$ cat config.mk
export PLATFORM = sky130hd
export DESIGN_NAME = aibcr3aux_osc_dly_seq
export DESIGN_NICKNAME = d
export VERILOG_FILES = /design/src/rtl/aibcr3aux_osc_dly_pkg.sv /design/src/rtl/aibcr3aux_osc_dly_sync.sv /design/src/rtl/aibcr3aux_osc_dly_seq.sv
export SDC_FILE = /design/constraint.sdc
export NUM_CORES = 1
export LEC_CHECK = 0
export BUFFER_PORTS_ARGS = -buffer_cell sky130_fd_sc_hd__buf_4
export CORE_ASPECT_RATIO = 1.75
export CORE_MARGIN = 2
export CORE_UTILIZATION = 51
export CTS_CLUSTER_DIAMETER = 120
export DETAILED_ROUTE_END_ITERATION = 8
export GPL_TIMING_DRIVEN = 0
export PLACE_DENSITY = 0.75
export SLEW_MARGIN = 10
export SYNTH_ARGS = -nofsm -noshare
export SYNTH_HDL_FRONTEND = slang
export SYNTH_HIERARCHICAL = 1
export SYNTH_SLANG_ARGS = --single-unit
$ cat constraint.sdc
create_clock -name cp -period 2.7 [get_ports cp]
set_input_delay 0.675 -clock cp [delete_from_list [all_inputs] [get_ports cp]]
set_output_delay 0.675 -clock cp [all_outputs]
set_load 0.02 [all_outputs]
$ cat src/rtl/aibcr3aux_osc_dly_pkg.sv
// Shared types and constants for the oscillator delay-chain sequencer.
// Optional BIST window check is enabled with AIBCR3AUX_OSC_DLY_SEQ_BIST_EN.
package aibcr3aux_osc_dly_pkg;

    typedef enum logic [2:0] {
        ST_IDLE  = 3'd0,
        ST_CLEAR = 3'd1,
        ST_LOAD  = 3'd2,
        ST_RUN   = 3'd3,
        ST_DONE  = 3'd4
    } state_t;

    localparam int CLEAR_CYC   = 2;
    localparam int SYNC_STAGES = 2;

endpackage

$ cat src/rtl/aibcr3aux_osc_dly_sync.sv
// Brings the asynchronous chain tap into the cp domain and emits a
// one-cycle pulse on each synchronized rising edge.
module aibcr3aux_osc_dly_sync
    import aibcr3aux_osc_dly_pkg::*;
(
    input  logic cp,
    input  logic cd,
    input  logic d_i,
    output logic rise_o
);

    logic [SYNC_STAGES-1:0] sync_q;
    logic                   last_q;

    always_ff @(posedge cp or posedge cd) begin
        if (cd) begin
            sync_q <= '0;
            last_q <= 1'b0;
        end else begin
            sync_q <= {sync_q[SYNC_STAGES-2:0], d_i};
            last_q <= sync_q[SYNC_STAGES-1];
        end
    end

    assign rise_o = sync_q[SYNC_STAGES-1] & ~last_q;

endmodule

$ cat src/rtl/aibcr3aux_osc_dly_seq.sv
// Clear/load/measure sequencer for a scan-loadable delay chain.
// Define AIBCR3AUX_OSC_DLY_SEQ_BIST_EN to add the cnt_min_i/cnt_max_i pass check.
module aibcr3aux_osc_dly_seq
    import aibcr3aux_osc_dly_pkg::*;
#(
    parameter int CHAIN_LEN = 8,
    parameter int WIN_W     = 12,
    parameter int CNT_W     = 12
) (
    input  logic                 cp,
    input  logic                 cd,
    input  logic                 start_i,
    input  logic                 abort_i,
    input  logic [CHAIN_LEN-1:0] pat_i,
    input  logic [WIN_W-1:0]     win_i,
    input  logic                 dly_q_i,
`ifdef AIBCR3AUX_OSC_DLY_SEQ_BIST_EN
    input  logic [CNT_W-1:0]     cnt_min_i,
    input  logic [CNT_W-1:0]     cnt_max_i,
`endif
    output logic                 dly_cdn_o,
    output logic                 dly_se_n_o,
    output logic                 dly_si_o,
    output logic                 busy_o,
    output logic                 done_o,
    output logic [CNT_W-1:0]     cnt_o,
    output logic                 ovf_o,
    output logic                 pass_o
);

    // One phase counter serves CLEAR, LOAD and RUN, so it must cover the longest.
    localparam int CYW = (WIN_W > $clog2(CHAIN_LEN) + 1) ? WIN_W : $clog2(CHAIN_LEN) + 1;

    state_t               state_q, state_d;
    logic [CYW-1:0]       cyc_q, cyc_d;
    logic [CHAIN_LEN-1:0] pat_q, pat_d;
    logic [WIN_W-1:0]     win_q, win_d;
    logic [CNT_W-1:0]     cnt_q, cnt_d;
    logic                 ovf_q, ovf_d;
    logic                 rise;
`ifdef AIBCR3AUX_OSC_DLY_SEQ_BIST_EN
    logic [CNT_W-1:0]     min_q, min_d;
    logic [CNT_W-1:0]     max_q, max_d;
    logic                 pass_q, pass_d;
`endif

    aibcr3aux_osc_dly_sync u_sync (
        .cp     (cp),
        .cd     (cd),
        .d_i    (dly_q_i),
        .rise_o (rise)
    );

    always_ff @(posedge cp or posedge cd) begin
        if (cd) begin
            state_q <= ST_IDLE;
            cyc_q   <= '0;
            pat_q   <= '0;
            win_q   <= '0;
            cnt_q   <= '0;
            ovf_q   <= 1'b0;
`ifdef AIBCR3AUX_OSC_DLY_SEQ_BIST_EN
            min_q   <= '0;
            max_q   <= '0;
            pass_q  <= 1'b0;
`endif
        end else begin
            state_q <= state_d;
            cyc_q   <= cyc_d;
            pat_q   <= pat_d;
            win_q   <= win_d;
            cnt_q   <= cnt_d;
            ovf_q   <= ovf_d;
`ifdef AIBCR3AUX_OSC_DLY_SEQ_BIST_EN
            min_q   <= min_d;
            max_q   <= max_d;
            pass_q  <= pass_d;
`endif
        end
    end

    always_comb begin
        state_d = state_q;
        cyc_d   = cyc_q;
        pat_d   = pat_q;
        win_d   = win_q;
        cnt_d   = cnt_q;
        ovf_d   = ovf_q;
`ifdef AIBCR3AUX_OSC_DLY_SEQ_BIST_EN
        min_d   = min_q;
        max_d   = max_q;
        pass_d  = pass_q;
`endif
        case (state_q)
            ST_IDLE: begin
                if (start_i) begin
                    state_d = ST_CLEAR;
                    cyc_d   = '0;
                    pat_d   = pat_i;
                    win_d   = win_i;
                    cnt_d   = '0;
                    ovf_d   = 1'b0;
`ifdef AIBCR3AUX_OSC_DLY_SEQ_BIST_EN
                    min_d   = cnt_min_i;
                    max_d   = cnt_max_i;
                    pass_d  = 1'b0;
`endif
                end
            end
            ST_CLEAR: begin
                if (cyc_q == CYW'(CLEAR_CYC - 1)) begin
                    state_d = ST_LOAD;
                    cyc_d   = '0;
                end else begin
                    cyc_d = cyc_q + CYW'(1);
                end
            end
            ST_LOAD: begin
                pat_d = pat_q >> 1;
                if (cyc_q == CYW'(CHAIN_LEN - 1)) begin
                    state_d = (win_q == '0) ? ST_DONE : ST_RUN;
                    cyc_d   = '0;
                end else begin
                    cyc_d = cyc_q + CYW'(1);
                end
            end
            ST_RUN: begin
                if (rise) begin
                    if (cnt_q == {CNT_W{1'b1}}) ovf_d = 1'b1;
                    else                        cnt_d = cnt_q + CNT_W'(1);
                end
                if (cyc_q == CYW'(win_q) - CYW'(1)) begin
                    state_d = ST_DONE;
                    cyc_d   = '0;
                end else begin
                    cyc_d = cyc_q + CYW'(1);
                end
            end
            ST_DONE: state_d = ST_IDLE;
            default: state_d = ST_IDLE;
        endcase

        if (abort_i && (state_q == ST_CLEAR || state_q == ST_LOAD || state_q == ST_RUN)) begin
            state_d = ST_IDLE;
        end

`ifdef AIBCR3AUX_OSC_DLY_SEQ_BIST_EN
        // Judged on the final count so pass_o becomes valid alongside done_o.
        if (state_d == ST_DONE && state_q != ST_DONE) begin
            pass_d = (cnt_d >= min_q) && (cnt_d <= max_q) && !ovf_d;
        end
`endif
    end

    assign busy_o     = (state_q != ST_IDLE);
    assign done_o     = (state_q == ST_DONE);
    assign dly_cdn_o  = !(state_q == ST_IDLE || state_q == ST_CLEAR);
    assign dly_se_n_o = (state_q != ST_LOAD);
    assign dly_si_o   = (state_q == ST_LOAD) ? pat_q[0] : 1'b0;
    assign cnt_o      = cnt_q;
    assign ovf_o      = ovf_q;
`ifdef AIBCR3AUX_OSC_DLY_SEQ_BIST_EN
    assign pass_o     = pass_q;
`else
    assign pass_o     = 1'b0;
`endif

endmodule

==> results by group, run 1 <==
Floorplan
  – Die Ht: 104 µm
  – Die area: 6400 µm²
  – # IOs: 44
  – Site Rows: 36
  – CORE AREA: 5540 µm²
  – Starting Density: 53.0%
  – Die X: 61.3 µm

Placement
  – GP Congestion: 0.846
  – Port bufs: 42
  – Dpl hpwl: between 5000 and 6000 µm

Timing
  – RSZ-0062 raised after global routing: true
  – Fmax: 0.373 GHz
  – Clock skew: 6.09 ps
  – Least-Margin Pin Slew: between 500 and 600 ps
  – Tcrit/Tclk final: between 90% and 100%
  – Fin. max-slew vios: 0
  – Final Hold Vio Count: 0
  – Period minus WS final: 2680 ps
  – Max-slew headroom: a little under two thirds
  – # setup viols final: 0

Synthesis
  – Synth Warn #: 6
  – Yosys reg bits: 51
  – Area contributors post-synth: dfrtp_1 43%, nand2_1 4.9%, xnor2_1 4.2%
  – Cell variety after synth: between 50 and 60
  – Async SR Flop Fraction: 100%
  – Synthesized area: slightly below 3000 µm²
  – EDFF count, synth: 0
  – Cell count after synthesis: 321
  – Synth Area per Inst: 9.14 µm²
  – Prevailing post-synth register cell: dfrtp_1
  – Leading area contributor after synthesis: dfrtp_1
  – Sequential area share after synthesis: 43.5%
  – Synthesized Nets: 350
  – Yosys top cell area share: 43.5%

Critical path
  – Crit Path Class: flop to flop
  – Data arrival time at the worst-slack endpoint: 2880 ps
  – Req. time, crit path: 2900 ps
  – CP Max Fanout: 7
  – Startpoint Class: flop
  – CP endpoint kind: flop

Route
  – DR pass1 iterations: 4
  – Iter 0 DRT Violations: 98
  – Met3 wire len: 208 µm
  – Vias per inst: 5.57
  – DRC: 0
  – Max Used Layer: met4
  – Met2 wirelength from detailed routing: between 3000 and 4000 µm
  – M1 wire length: around 2900 µm
  – Post-route ant nets: 0
  – Wire per inst: 15.7 µm
  – Total detailed-routing wirelength: 7210 µm
  – Via count: 2549

Pwr
  – Pleak: 1.66 nW
  – Logic pwr share: 52.7%
  – Pwr dens: 971 nW/µm²
  – Cell-internal power: 0.00211 W
  – Max IR drop VDD: 0.000500 V
  – Power, Total: about 0.0035 W
  – Clock power share: 15.2%
  – Flop pwr share: 32.1%
  – Sw frac: 40.2%
  – Switch Pwr: 0.00142 W

GRT
  – Largest net degree at the start of global routing: 30
  – Initial antenna violation count: 0
  – Vias in the first global route: 2522
  – Tot GR Track Use: 23.6%
  – Grt total ovfl: 0
  – First-pass GRT wire length: 11700 µm

Clock tree
  – TritonCTS buffer count: 5
  – Worst-skew pair later-pin latency: 300 ps
  – TritonCTS clock tree: yes
  – Clock Path Buffers: 2
  – Clk slew on worst S/H paths: ~100 ps
  – CTS Sinks: 51
  – CTS root buf: clkbuf_8
  – Htree depth: 2

Layout
  – Most frequent cells in the layout: 54 x buf_4, 50 x dfrtp_1, 38 x nand2_1
  – Fill cell count: 466
  – Utilization after layout: between 60% and 70%
  – Nets: 411
  – Syn-to-layout area delta: 23.8%
  – Most common cell after layout, fill and taps aside: buf_4
  – Ratio of cells with drive above 1 in the final layout: 27.0%
  – Antenna fix cells: 0

Hold path
  – Hold WC Path Type: input pin to asynchronous set/reset pin

Outcome
  – Status: finished, final reports clean

Job
  – Max-cap viol count: 0
power groups by stage:
stage	Sequential [W]	Combinational [W]	Clock, W
2_1_floorplan	0.00110	0.00113	0
3_3_place_gp	0.00113	0.00145	0
3_5_place_dp	0.00114	0.00149	0
4_1_cts	0.00112	0.00159	0.000535
5_1_grt	0.00116	0.00202	0.000573
6_report	0.00113	0.00186	0.000537
metrics by stage:
| step | hold slack [ps] | setup slack [ps] | instances | area [µm²] | setup TNS (ps) |
|---|---|---|---|---|---|
| after floorplan | 331 | 25.5 | 321 | 2930 | 0 |
| after global placement | 340 | -134 | 439 | 3340 | -879 |
| after detailed placement | 357 | -157 | 440 | 3360 | -1170 |
| after CTS | 241 | 6.99 | 450 | 3520 | 0 |
| after global routing | 244 | -66.8 | 458 | 3630 | -340 |
| final | 244 | 16.9 | 458 | 3630 | 0 |
Yosys cell counts, types with 5 or more instances:
cell type and count:
xnor2_1 14, nand2b_1 7, xor2_1 6, a21oi_1 6
a22oi_1 7, dfrtp_1 51, nor3_1 11, nand2_1 38
nor2_1 26, nor4_1 8, and3_1 5, mux2_2 10
a22o_1 5, o21ai_0 17, or4_1 5, nand3_1 12
inv_1 18, clkbuf_1 14
repair_timing:
item                                    in CTS  in global routing
hold buffers                                 0                  0
gates cloned                                 1                  1
pin swaps                                    3                 12
resized for setup                            9                 25
setup buffers                                2                  9
endpoints found under the setup margin      14                 16
registers in the layout (all words and copies together) (netlist names):
register / cells
state_q: 3
u_sync/last_q: 1
cnt_o: 12
win_q: 12
pat_q: 8
u_sync/sync_q: 2
ovf_o: 1
cyc_q: 12
metal layers:
| metal | up-vias | track usage [%] |
|---|---|---|
| met2 | 55 | 40.1 |
| met3 | 14 | 2.86 |
| met5 | - | 0 |
| met4 | 0 | 7.45 |
| met1 | 1233 | 30.0 |
| li1 | 1247 | - |
worst paths after layout:
path,start,to,slack [ps],cells past startpoint
worst max register to register,win_q[2]$_DFFE_PP0P_,cyc_q[10]$_DFFE_PP0P_,20,9
min in group cp,u_sync/sync_q[0]$_DFF_PP0_,u_sync/sync_q[1]$_DFF_PP0_,380,0
worst min register to register,u_sync/sync_q[0]$_DFF_PP0_,u_sync/sync_q[1]$_DFF_PP0_,380,0
worst max-delay path,win_q[2]$_DFFE_PP0P_,cyc_q[10]$_DFFE_PP0P_,20,9
max in group asynchronous,cd,state_q[2]$_DFFE_PP0P_,1810,3
worst min-delay path,cd,u_sync/sync_q[0]$_DFF_PP0_,240,2
kinds of logic (layout without fill, tap and decap cells):
kind of cell	count (synthesis)	count (layout)	synth area share (%)
multiplexers	11	11	4.18
other	1	1	0.128
adder cells (fa/ha/maj)	4	4	1.71
AO/OA/AOI/OAI	59	59	14.8
flip-flops	51	51	43.5
AND/OR/NAND/NOR	138	138	24.3
buffers and inverters	37	98	5.46
XOR/XNOR	20	20	5.97
critical path, cell delays in order, from the launching register on:
cell	delay, ps
dfrtp_2	450
or4_4	540
buf_6	150
or4_4	410
a21oi_2	130
a211o_1	180
a41oi_4	200
buf_6	180
buf_4	130
a22o_1	200
final cells by class:
cell class              instances  area [µm²]  area share [%]
plain buffers                  17         100            2.76
clock buffers                   5        68.8            1.89
clock inverters                 2        37.5            1.03
inverters                      18        67.6            1.86
multi-input cells             233        1550            42.6
flip-flops and latches         51        1280            35.2
well taps                      76        95.1            2.62
repair buffers                 56         437            12.0
Note: power is estimated with default switching activity, not from simulation.
==> inputs of run 2 (changes only) <==
--- a/config.mk
+++ b/config.mk
@@ -12,7 +12,7 @@
 export CTS_CLUSTER_DIAMETER = 120
 export DETAILED_ROUTE_END_ITERATION = 8
 export GPL_TIMING_DRIVEN = 0
-export PLACE_DENSITY = 0.75
+export PLACE_DENSITY = 0.71
 export SLEW_MARGIN = 10
 export SYNTH_ARGS = -nofsm -noshare
 export SYNTH_HDL_FRONTEND = slang
==> run 2 against run 1 <==
Effect of this change: wire length is 3.0% lower; total power is 4.6% lower; design area is 0.90% lower; global-route usage is 0.97 points higher; clock skew is 0.72 ps lower; via count is 1.1% lower; first-iteration DRC count is 47% higher; worst setup slack better by 70 ps; largest power group unchanged.
==> results by group, run 2 (synthesized netlist as in run 1, its figures left out) <==
Outcome
  – Status: finished, final reports clean (unchanged)

Pwr
  – Max IR drop VDD: 0.000606 V (was 0.000500 V)
  – Pleak: 1.62 nW (was 1.66 nW)
  – Power, Total: 0.00336 W (was 0.00353 W)
  – Pwr dens: 934 nW/µm² (was 971 nW/µm²)

Route
  – Via count: 2520 (was 2549)
  – Total detailed-routing wirelength: 6990 µm (was 7210 µm)
  – Vias per inst: 5.59 (was 5.57)
  – Iter 0 DRT Violations: 144 (was 98)
  – DRC: 0 (unchanged)
  – DR pass1 iterations: 4 (unchanged)
  – Post-route ant nets: 0 (unchanged)
  – Wire per inst: 15.5 µm (was 15.7 µm)

Clock tree
  – CTS root buf: clkbuf_8 (unchanged)
  – TritonCTS clock tree: yes (unchanged)
  – Hold_buf cts: 0 (unchanged)
  – TritonCTS buffer count: 5 (unchanged)
  – Clk slew on worst S/H paths: 100 ps (about the same)
  – Htree depth: 2 (unchanged)
  – CTS Sinks: 51 (unchanged)
  – Worst-skew pair later-pin latency: 320 ps (was 300 ps)
  – Clock Path Buffers: 2 (unchanged)

Floorplan
  – Starting Density: 53.0% (unchanged)
  – # IOs: 44 (unchanged)
  – Die Ht: 104 µm (unchanged)
  – Die X: 61.3 µm (unchanged)
  – Die area: 6400 µm² (unchanged)
  – CORE AREA: 5540 µm² (unchanged)
  – Site Rows: 36 (unchanged)

Layout
  – Reg area: 1280 µm² (unchanged)
  – Ratio of cells with drive above 1 in the final layout: 26.1% (was 27.0%)
  – Antenna fix cells: 0 (unchanged)
  – Most common cell after layout, fill and taps aside: dfrtp_1 (was buf_4)
  – Syn-to-layout area delta: 22.7% (was 23.8%)
  – Nets: 404 (was 411)
  – Most frequent cells in the layout: 50 x dfrtp_1, 48 x buf_4, 38 x nand2_1 (was 54 x buf_4, 50 x dfrtp_1, 38 x nand2_1)
  – Fill cell count: 484 (was 466)
  – Multi-input gate area: 1580 µm² (was 1550 µm²)

Critical path
  – CP endpoint kind: flop (unchanged)
  – Worst r2r src: win_q[4]$_DFFE_PP0P_ (was win_q[2]$_DFFE_PP0P_)
  – Worst path cell trace: buf_6, or4_4, o21a_1, or4_4, nand3_4, a41oi_4, buf_6, a221o_1 (was or4_4, buf_6, or4_4, a21oi_2, a211o_1, a41oi_4, buf_6, buf_4, a22o_1)
  – Startpoint Class: flop (unchanged)
  – Crit Path Class: flop to flop (unchanged)
  – CP max stage delay: 580 ps (was 540 ps)
  – Critical Path Start: win_q[4]$_DFFE_PP0P_ (was win_q[2]$_DFFE_PP0P_)
  – CP Max Fanout: 8 (was 7)
  – Data arrival time at the worst-slack endpoint: 2820 ps (was 2880 ps)
  – Critical path's slowest cell: or4_4 (unchanged)
  – Req. time, crit path: 2910 ps (was 2900 ps)

GRT
  – Tot GR Track Use: 24.5% (was 23.6%)
  – Initial antenna violation count: 0 (unchanged)
  – Largest net degree at the start of global routing: 29 (was 30)
  – Vias in the first global route: 2616 (was 2522)
  – First-pass GRT wire length: 12000 µm (was 11700 µm)
  – Grt total ovfl: 0 (unchanged)

Timing
  – Fmax: 0.383 GHz (was 0.373 GHz)
  – Final WS setup: 87.0 ps (was 16.9 ps)
  – Fin. max-slew vios: 0 (unchanged)
  – Final hold slack: 215 ps (was 244 ps)
  – Clock skew: 5.37 ps (was 6.09 ps)
  – Max-slew headroom: 62.6% (was 63.6%)
  – # setup viols final: 0 (unchanged)
  – Tcrit/Tclk final: 96.8% (was 99.4%)
  – Final Hold Vio Count: 0 (unchanged)
  – RSZ-0062 raised after global routing: false (was true)
  – Period minus WS final: 2610 ps (was 2680 ps)
  – Least-Margin Pin Slew: 561 ps (was 546 ps)

Placement
  – Pre-CTS setup slack: -159 ps (was -157 ps)
  – Port bufs: 42 (unchanged)
  – Dpl hpwl: 5200 µm (was 5100 µm)
  – GP Congestion: 0.787 (was 0.846)

Hold path
  – Hold WC Path Type: input pin to asynchronous set/reset pin (unchanged)

Job
  – Max-cap viol count: 0 (unchanged)
## run 2: changes by cell type in the layout (fill, tap and decap cells not counted), sizes merged
cell,delta
buf,-7
## run 2: power by group
part | switching, W | total (W) | internal, W
Combinational | 0.000924 | 0.00167 | 0.000750
Clock | 0.000273 | 0.000545 | 0.000271
Sequential | 0.000192 | 0.00115 | 0.000953
## run 2: cell type report
cell class	instances	share of cell area, %
clock inverter	2	1.04
buffer	17	2.54
tap	76	2.64
timing repair buffer	49	10.5
multi-input combinational	233	44.0
inverter	18	1.88
clock buffer	5	1.91
sequential	51	35.5
## run 2: what timing repair did
action / CTS / global route
setup endpoints to repair: 17 / 19
gates cloned: 1 / 1
setup buffers: 1 / 3
pin swaps: 3 / 4
resized for setup: 10 / 18
## run 2: worst max-delay path, delay by kind of cell, from the launching register on
kind | cells | cell delay [ps]
simple gates | 3 | 1110
flops | 1 | 380
compound gates | 3 | 680
buf+inv | 2 | 320
## run 2: final timing paths
check	end	depth (start not counted)	slack, ps
setup / recovery	cyc_q[9]$_DFFE_PP0P_	8	90
hold / removal	u_sync/sync_q[1]$_DFF_PP0_	2	220
setup reg to reg	cyc_q[9]$_DFFE_PP0P_	8	90
hold reg to reg	u_sync/sync_q[1]$_DFF_PP0_	0	380
max in group asynchronous	state_q[1]$_DFFE_PP0P_	3	1820
min in group cp	u_sync/sync_q[1]$_DFF_PP0_	0	380
## run 2: layer usage
metal  part of all wire (%)  vias to the layer above  wire length (µm)  track usage [%]
met3                    3.0                       17               210             4.48
met2                     57                       49              3960             42.7
met1                     37                     1227              2570             27.4
met4                    3.7                        0               257             11.2
met5                      0                        -                 0                0
li1                       -                     1227                 -                -
## run 2: stage by stage
stage | utilization (%) | instances | instance area [µm²] | setup TNS, ps
3_5_place_dp | 60.7 | 440 | 3360 | -1190
6_report | 65.0 | 451 | 3600 | 0
2_1_floorplan | - | 321 | 2930 | 0
3_3_place_gp | 60.4 | 439 | 3340 | -835
5_1_grt | 65.0 | 451 | 3600 | 0
4_1_cts | 63.5 | 449 | 3520 | 0
